==> src/rtl/dpram_arb_pkg.sv <==
// Shared types and default sizes for the dual-port RAM access arbiter.
package dpram_arb_pkg;

    localparam int DEF_DATA_WIDTH = 8;
    localparam int DEF_ADDR_WIDTH = 3;
    localparam int DEF_DEPTH      = 8;
    localparam int DEF_NUM_REQ    = 4;

    // INIT sweeps zeros into the RAM; RUN arbitrates requester traffic.
    typedef enum logic {
        INIT = 1'b0,
        RUN  = 1'b1
    } arb_state_t;

endpackage

==> src/rtl/dpram_access_arbiter_rr_pick.sv <==
// Circular first-one finder: returns the first set bit of mask at or after start.
module rr_pick #(
    parameter int N    = 4,
    parameter int IDXW = $clog2(N)
) (
    input  logic [N-1:0]    mask,
    input  logic [IDXW-1:0] start,
    output logic            found,
    output logic [IDXW-1:0] idx
);

    logic [IDXW-1:0] pos;

    // Scan offsets from farthest to nearest so the nearest hit wins.
    always_comb begin
        found = 1'b0;
        idx   = '0;
        pos   = '0;
        for (int k = N - 1; k >= 0; k--) begin
            pos = IDXW'((int'(start) + k) % N);
            if (mask[pos]) begin
                found = 1'b1;
                idx   = pos;
            end
        end
    end

endmodule

==> src/rtl/dpram_access_arbiter.sv <==
// Shares a dual-port RAM between NUM_REQ requesters: clears the RAM after
// reset, then grants up to two requests per cycle (port A, port B) with
// round-robin priority and returns read data one cycle after the grant.
//
// Handshake: a request transfers in the cycle where req_valid[i] and
// req_ready[i] are both high; req_ready is combinational from req_valid and
// the round-robin pointer, so requesters hold valid/we/addr/wdata until then.
module dpram_access_arbiter
    import dpram_arb_pkg::*;
#(
    parameter int DATA_WIDTH = DEF_DATA_WIDTH,
    parameter int ADDR_WIDTH = DEF_ADDR_WIDTH,
    parameter int DEPTH      = DEF_DEPTH,
    parameter int NUM_REQ    = DEF_NUM_REQ
) (
    input  logic                             clk,
    input  logic                             rst_n,
    input  logic [NUM_REQ-1:0]               req_valid,
    input  logic [NUM_REQ-1:0]               req_we,
    input  logic [NUM_REQ*ADDR_WIDTH-1:0]    req_addr,
    input  logic [NUM_REQ*DATA_WIDTH-1:0]    req_wdata,
    output logic [NUM_REQ-1:0]               req_ready,
    output logic [NUM_REQ-1:0]               rsp_valid,
    output logic [NUM_REQ*DATA_WIDTH-1:0]    rsp_data,
    output logic                             init_done,
    output logic                             ram_we_a,
    output logic                             ram_we_b,
    output logic [ADDR_WIDTH-1:0]            ram_addr_a,
    output logic [ADDR_WIDTH-1:0]            ram_addr_b,
    output logic [DATA_WIDTH-1:0]            ram_din_a,
    output logic [DATA_WIDTH-1:0]            ram_din_b,
    input  logic [DATA_WIDTH-1:0]            ram_dout_a,
    input  logic [DATA_WIDTH-1:0]            ram_dout_b
);

    localparam int IDXW = $clog2(NUM_REQ);

    arb_state_t              state;
    logic [ADDR_WIDTH-1:0]   init_cnt;
    logic [IDXW-1:0]         rr_ptr;
    logic                    tag_va, tag_vb;
    logic [IDXW-1:0]         tag_ia, tag_ib;

    logic [ADDR_WIDTH-1:0]   addr_arr  [NUM_REQ];
    logic [DATA_WIDTH-1:0]   wdata_arr [NUM_REQ];

    logic                    found_a, found_b;
    logic [IDXW-1:0]         idx_a, idx_b, start_b, next_b, rr_next;
    logic [NUM_REQ-1:0]      mask_b;
    logic                    collide, gnt_a, gnt_b;

    for (genvar g = 0; g < NUM_REQ; g++) begin : g_unpack
        assign addr_arr[g]  = req_addr[g*ADDR_WIDTH +: ADDR_WIDTH];
        assign wdata_arr[g] = req_wdata[g*DATA_WIDTH +: DATA_WIDTH];
    end

    assign start_b = IDXW'((int'(idx_a) + 1) % NUM_REQ);
    assign next_b  = IDXW'((int'(idx_b) + 1) % NUM_REQ);

    // Port B searches the remaining requesters, starting just after A.
    always_comb begin
        mask_b        = req_valid;
        mask_b[idx_a] = 1'b0;
    end

    rr_pick #(.N(NUM_REQ), .IDXW(IDXW)) u_pick_a (
        .mask  (req_valid),
        .start (rr_ptr),
        .found (found_a),
        .idx   (idx_a)
    );

    rr_pick #(.N(NUM_REQ), .IDXW(IDXW)) u_pick_b (
        .mask  (mask_b),
        .start (start_b),
        .found (found_b),
        .idx   (idx_b)
    );

    assign collide = (addr_arr[idx_a] == addr_arr[idx_b]) && (req_we[idx_a] || req_we[idx_b]);
    assign gnt_a   = (state == RUN) && found_a;
    assign gnt_b   = gnt_a && found_b && !collide;
    assign rr_next = gnt_b ? next_b : (gnt_a ? start_b : rr_ptr);

    // Grants and RAM port drive; the sweep write is held off while reset is low.
    always_comb begin
        req_ready  = '0;
        ram_we_a   = 1'b0;
        ram_addr_a = '0;
        ram_din_a  = '0;
        ram_we_b   = 1'b0;
        ram_addr_b = '0;
        ram_din_b  = '0;
        if (state == INIT) begin
            ram_we_a   = rst_n;
            ram_addr_a = init_cnt;
        end else if (gnt_a) begin
            req_ready[idx_a] = 1'b1;
            ram_we_a         = req_we[idx_a];
            ram_addr_a       = addr_arr[idx_a];
            ram_din_a        = wdata_arr[idx_a];
        end
        if (gnt_b) begin
            req_ready[idx_b] = 1'b1;
            ram_we_b         = req_we[idx_b];
            ram_addr_b       = addr_arr[idx_b];
            ram_din_b        = wdata_arr[idx_b];
        end
    end

    // Controller state, clear sweep, round-robin pointer and read-response tags.
    always_ff @(posedge clk or negedge rst_n) begin
        if (!rst_n) begin
            state     <= INIT;
            init_cnt  <= '0;
            rr_ptr    <= '0;
            init_done <= 1'b0;
            tag_va    <= 1'b0;
            tag_vb    <= 1'b0;
            tag_ia    <= '0;
            tag_ib    <= '0;
        end else begin
            case (state)
                INIT: begin
                    init_cnt <= init_cnt + 1'b1;
                    if (init_cnt == ADDR_WIDTH'(DEPTH - 1)) begin
                        state     <= RUN;
                        init_done <= 1'b1;
                    end
                end
                RUN: begin
                    rr_ptr <= rr_next;
                end
                default: state <= INIT;
            endcase
            tag_va <= gnt_a && !req_we[idx_a];
            tag_vb <= gnt_b && !req_we[idx_b];
            tag_ia <= idx_a;
            tag_ib <= idx_b;
        end
    end

    // Route each port's registered read data back to the requester that asked.
    always_comb begin
        rsp_valid = '0;
        rsp_data  = '0;
        for (int i = 0; i < NUM_REQ; i++) begin
            if (tag_va && (tag_ia == IDXW'(i))) begin
                rsp_valid[i]                        = 1'b1;
                rsp_data[i*DATA_WIDTH +: DATA_WIDTH] = ram_dout_a;
            end else if (tag_vb && (tag_ib == IDXW'(i))) begin
                rsp_valid[i]                        = 1'b1;
                rsp_data[i*DATA_WIDTH +: DATA_WIDTH] = ram_dout_b;
            end
        end
    end

endmodule

==> config.mk <==
export PLATFORM = sky130hd
export DESIGN_NAME = dpram_access_arbiter
export DESIGN_NICKNAME = d
export VERILOG_FILES = /design/src/rtl/dpram_arb_pkg.sv /design/src/rtl/dpram_access_arbiter_rr_pick.sv /design/src/rtl/dpram_access_arbiter.sv
export SDC_FILE = /design/constraint.sdc
export NUM_CORES = 1
export LEC_CHECK = 0
export ABC_AREA = 1
export CAP_MARGIN = 20
export CORE_AREA = 2 2 69 97
export CTS_BUF_LIST = sky130_fd_sc_hd__clkbuf_8 sky130_fd_sc_hd__clkbuf_16
export CTS_CLUSTER_DIAMETER = 120
export DETAILED_ROUTE_END_ITERATION = 10
export DIE_AREA = 0 0 71 99
export GPL_TIMING_DRIVEN = 0
export PLACE_DENSITY = 0.78
export SLEW_MARGIN = 20
export SYNTH_ARGS = -nofsm -noshare
export SYNTH_HDL_FRONTEND = slang
export SYNTH_SLANG_ARGS = --single-unit
==> constraint.sdc <==
create_clock -name clk -period 7 [get_ports clk]
set_clock_uncertainty 0.15 [all_clocks]
set_input_delay 2.1 -clock clk [delete_from_list [all_inputs] [get_ports clk]]
set_output_delay 2.1 -clock clk [all_outputs]
set_load 0.02 [all_outputs]
; After elaboration in Yosys (flattened, before gate mapping)
; Index checks and enable logic that the tools add are counted.
; W data, S select, Z words.
[totals]
output_inout_bits = 65
elab_cells = 154
input_bits = 70
regBits = 13
[op_classes]
order_cmp = 14
n_reduce_logical = 25
add_sub_neg = 9
n_eq_ne = 8
n_mux = 84
bitwise_logic = 6
[ops]
columns = cell, count
row1 = $mux W8, 15
row2 = $mux W1, 33
row3 = $bmux W8 S2, 2
row4 = $lt A2 B3 Y1 const B, 10
row5 = $mux W3, 7
row6 = $bmux W1 S2, 10
row7 = $mux W2, 10
row8 = $logic_and A1 B1 Y1, 16
row9 = $bmux W3 S2, 2
row10 = $mux W4, 3
row11 = $add A2 B1 Y2 const B, 4
row12 = $add A2 B2 Y2 const B, 4
row13 = $eq A2 B2 Y1 const B, 4
row14 = $ge A3 B3 Y1 const B, 2
row15 = $not A2 Y3, 2
row16 = $and A4 B4 Y4, 1
row17 = $demux W1 S2, 2
row18 = $eq A2 B1 Y1 const B, 2
row19 = $ge A2 B1 Y1 const B, 2
row20 = $logic_not A2 Y1, 2
row21 = $not A4 Y4, 1
row22 = $or A4 B4 Y4, 1
row23 = $reduce_and A2 Y1, 2
row24 = $add A3 B1 Y3 const B, 1
row25 = other kinds (6), 8

; Depth between registers and ports, before layout
[depth]
depth_word = 29
mapped_depth = 27
mapped_depth_nobuf = 25

; By module
; A second synthesis with hierarchy kept.
[hier_totals]
hier_cells = 459
hier_area_um2 = 2507.4
[by_module_without_submodules]
columns = module, n_inst, cells_per_inst, area_each_um2
row1 = dpram_access_arbiter, 1, 367, 2082.0
row2 = rr_pick, 2, 46, 212.7

; Worst setup path before layout
; Ideal clock, no wire load.
[synth_timing]
kind = input to output
from = in req_valid[0]
to = out ram_addr_b[0]
arrival_ns = 4.392
n_path_buf = 2
t_required_ns = 4.750
path_slack_ns = 0.358
path_stages = 26
cell_sequence = inv_1 -> nand2_1 -> nand3_1 -> nand2_1 -> inv_2 -> nand2_2 -> nand3_4 -> nand2_4 -> inv_2 -> buf_6 -> o21ai_2 -> nand2_1 -> nand2_2 -> nand3_2 -> nand3_4 -> nand2_4 -> buf_6 -> nand2_2 -> nand3_1 -> nand2_2 -> nand2_1 -> nand2_1 -> nor2_2 -> nand2_4 -> nand2_4 -> a21oi_1
[synth_via]
elab_chain_cells = 27
[synth_rtl]
columns = element, line_no
row1 = start: declaration, dpram_access_arbiter.sv:18  ; input logic [NUM_REQ-1:0] req_valid,
row2 = $bmux W1 S2, dpram_access_arbiter_rr_pick.sv:21  ; if (mask[pos]) begin
row3 = $mux W1 (implied by the code), dpram_access_arbiter_rr_pick.sv:21
row4 = $mux W2 (4 in series), dpram_access_arbiter_rr_pick.sv:21
row5 = $lt A2 B3 Y1 (implied by the code) / $ge A2 B1 Y1 (equally long branches), dpram_access_arbiter.sv:63  ; mask_b[idx_a] = 1'b0;
row6 = $logic_and A1 B1 Y1 (implied by the code), dpram_access_arbiter.sv:63
row7 = $mux W1 (implied by the code), dpram_access_arbiter.sv:63
row8 = $demux W1 S2, dpram_access_arbiter.sv:63
row9 = $not A4 Y4 (no line), --
row10 = [7 not listed], --
row11 = $not A2 Y3 (implied by the code), "dpram_access_arbiter.sv:80, dpram_access_arbiter.sv:106"
row12 = $bmux W3 S2, "dpram_access_arbiter.sv:80, dpram_access_arbiter.sv:106"
row13 = $mux W3 (implied by the code) (2 in series), "dpram_access_arbiter.sv:80, dpram_access_arbiter.sv:106"
row14 = $eq A3 B3 Y1, dpram_access_arbiter.sv:80  ; assign collide = (addr_arr[idx_a] == addr_arr[idx_b]) && (req_we[idx_a] || req_we[idx_b]);
row15 = $logic_and A1 B1 Y1, dpram_access_arbiter.sv:80
row16 = $logic_not A1 Y1, dpram_access_arbiter.sv:82  ; assign gnt_b = gnt_a && found_b && !collide;
row17 = $logic_and A1 B1 Y1, dpram_access_arbiter.sv:82
row18 = $mux W3 *, dpram_access_arbiter.sv:103  ; if (gnt_b) begin
row19 = end: declaration, dpram_access_arbiter.sv:29  ; output logic [ADDR_WIDTH-1:0] ram_addr_b,
; Every way passes the cells marked *; elsewhere a longest branch is shown, timed or not. The select of a mux whose other input is x is not followed.

; Final worst setup path
[layout_timing]
from = in req_valid[3]
to = out ram_din_b[7]
[layout_via]
elab_chain_cells = 27
[layout_rtl]
columns = element, line_no
row1 = $bmux W1 S2, dpram_access_arbiter_rr_pick.sv:21
row2 = $mux W1 (implied by the code), dpram_access_arbiter_rr_pick.sv:21
row3 = $mux W2 (4 in series), dpram_access_arbiter_rr_pick.sv:21
row4 = $lt A2 B3 Y1 (implied by the code) / $ge A2 B1 Y1 (equally long branches), dpram_access_arbiter.sv:63
row5 = $logic_and A1 B1 Y1 (implied by the code), dpram_access_arbiter.sv:63
row6 = $mux W1 (implied by the code), dpram_access_arbiter.sv:63
row7 = $demux W1 S2, dpram_access_arbiter.sv:63
row8 = $not A4 Y4 (no line), --
row9 = [7 not listed], --
row10 = $not A2 Y3 (implied by the code), "dpram_access_arbiter.sv:80, dpram_access_arbiter.sv:107"
row11 = $bmux W3 S2, dpram_access_arbiter.sv:80
row12 = $mux W3 (implied by the code) (2 in series), dpram_access_arbiter.sv:80
row13 = $eq A3 B3 Y1, dpram_access_arbiter.sv:80
row14 = $logic_and A1 B1 Y1, dpram_access_arbiter.sv:80
row15 = $logic_not A1 Y1, dpram_access_arbiter.sv:82
row16 = $logic_and A1 B1 Y1, dpram_access_arbiter.sv:82
row17 = $mux W8 *, dpram_access_arbiter.sv:103
row18 = end: declaration, dpram_access_arbiter.sv:31  ; output logic [DATA_WIDTH-1:0] ram_din_b,
; Marks and branches as above.

==> metrics.yaml <==
outcome:
  status: "finished, final reports clean"
worst_setup_path:
  r2r_slack_ps: 3620
  worstSetupPathType: "in2out"
  cp_max_fo: 7
  start_kind: "input pin"
  cp_common_cell: "nand2_1"
  crit_path_end_kind: "output port"
  crit_arrival_ps: 4730
  r2r_cells: 27
  critPathSlowestCell: "buf_12"
  crit_path_max_incr_delay_ps: 190
  cp.required_ps: 4750
clocking:
  cts_tree: "yes"
  cts_buffers: 3
  hold_buffers: 0
  ctsRootBufferMaster: "clkbuf_8"
  cts_sinks: 13
  clkTransAtPathRegs_ps: 50
  h-tree-depth: 1
  cts.path.max_buffers: 2
  clock_insertion_delay_worst_skew_ps: 250
run:
  maxCapViolCount: 0
logic_synthesis:
  syn_avg_cell_area_um2: 5.91
  syn_nets: 478
  netlist_area_um2: 2370
  synthDistinctLibCells: 34
  seq_area_frac_synth: 0.137
  netlist_instances: 402
  synth_top_area_share: 0.183
  yosysWarningCount: 0
  netlist_top_cells_area: "nand2_1 18%, dfrtp_1 14%, nand3_1 9.1%"
  yosys.area.top_type: "nand2_1"
  synth-seq-cells: 13
route:
  avgRoutedWirePerCell_um: 15.4
  firstDrtPassIters: 5
  drc: 0
  routed_wl_um: 9810
  via_per_inst: 5.58
  num_vias: 3559
  initialDrtViolationCount: 133
  ant_nets: 0
floorplanning:
  die_w_um: 71
  num_rows: 34
  start_util: 0.385
  die-area_um2: 7030
  core-area_um2: 6170
  pin_count: 135
  die_h_um: 99
sta:
  max_freq_ghz: 0.143
  hold_viol_final: 0
  post-route-min-period_ps: 6980
  min_period_over_period: 0.998
  setup_slack_ps: 16.9
  max_slew_margin: 0.506
  rsz0062_at_grt: "yes"
  setup_violations: 0
  worstMarginPinSlew_ps: 738
  slew_viol_final: 0
cells_and_area:
  multi_input_area_um2: 2050
  syn_to_final_growth_pct: 87.0
  drive_above_1_share: 0.265
  regArea_um2: 325
  fill_cells: 472
  antenna_cells: 0
  final_nets: 643
global_routing:
  gr-usage-all-layers: 0.261
  grt_overflow: 0
  grt_max_degree: 18
  antenna_found_initial: 0
  grt_pass1_wl_um: 15200
  grt_pass1_vias: 3415
min_path:
  hold_class: "reg2reg"
  hold_depth: 1
placed_design:
  hpwlAfterDp_um: 6910
  port_buffers: 134
  gp_congestion: 0.918
  dpl_worst_slack_ps: -1210
[metal layers]
metal,share of wire,vias to the layer above,track usage
li1,-,1705,-
met1,0.36,1606,0.281
met2,0.51,217,0.476
met3,0.10,31,0.0511
met4,0.035,0,0.128
met5,0,-,0
[what timing repair did]
item | in CTS | in global routing
setup buffers | 19 | 7
gates cloned | 2 | 0
pin swaps | 16 | 29
gates resized for setup | 126 | 82
setup endpoints to repair | 28 | 23
[synth_stat cells, drive strengths merged]
cell	number
nor2	28
o22ai	34
nand4	1
a21oi	15
buf	8
ha	6
nand2	130
a221oi	2
clkbuf	6
nand3	51
a21o	1
nor3	5
a31oi	3
or2	1
a32o	6
a22o	1
dfrtp	13
inv	59
o21ai	24
a311oi	5
xnor2	1
o221ai	2
[final timing paths]
| path | start | to |
|---|---|---|
| worst max-delay path | req_valid[3] | ram_din_b[7] |
| worst min-delay path | init_done | init_done |
| worst max register to register | rr_ptr[0] | tag_vb |
| worst min register to register | init_done | init_done |
| max in group asynchronous | rst_n | tag_ia[0] |
| min in group asynchronous | rst_n | init_cnt[2] |
[kinds of logic (layout without fill, tap and decap cells)]
family | after synthesis | after routing | share of synthesized area
AOI/OAI and AO/OA | 93 | 93 | 0.248
xor gates and xnor gates | 1 | 1 | 0.00369
adders and majority gates | 6 | 6 | 0.0316
buffers and inverters | 73 | 237 | 0.135
DFF | 13 | 13 | 0.137
and+or+nand+nor | 216 | 216 | 0.445
[sequential cells by signal (all words and copies together), names as in the netlist]
signal,cells
init_cnt,3
tag_ib,2
state,1
tag_vb,1
tag_va,1
rr_ptr,2
init_done,1
tag_ia,2
[critical path, delay by kind of cell]
family | cells | cell delay (ps)
simple gates | 18 | 1670
buf+inv | 7 | 740
compound gates | 2 | 190
[cells in the final DEF, fill, tap and decap left out, types with 3 or more instances in the layout]
cell type / instances
a311oi_1: 5
clkbuf_2: 3
inv_4: 5
buf_6: 13
o22ai_1: 34
nand3_2: 12
a21oi_1: 13
nor2_2: 4
nand3_4: 9
nand2_4: 14
inv_2: 3
buf_4: 28
ha_1: 6
nand2_1: 95
buf_2: 7
nor2_1: 14
buf_8: 3
nand3_1: 30
dfrtp_1: 13
o21ai_0: 18
nor3_1: 5
clkbuf_1: 3
clkdlybuf4s50_1: 114
inv_1: 49
nor2_4: 10
a32o_1: 6
nand2_2: 19
clkbuf_8: 3
[metrics by stage]
stage	std cells	hold WS [ps]	cell area, um^2	setup TNS [ps]	utilization
after floorplan	402	324	2370	0	-
after global placement	608	292	3810	-21860	0.617
after detailed placement	608	302	3810	-23830	0.617
after CTS	632	317	4110	0	0.667
after global routing	638	354	4440	-922	0.720
final	638	309	4440	0	0.720
[final cells by class]
type | count | share of cell area
multi-input combinational | 316 | 0.462
inverter | 59 | 0.0558
buffer | 12 | 0.0231
clock buffer | 3 | 0.00930
clock inverter | 1 | 0.000845
tap | 72 | 0.0203
sequential | 13 | 0.0733
timing repair buffer | 162 | 0.355
Power is not shown: default switching activity piles up to over one toggle a cycle in this logic, so the estimate is an artifact.
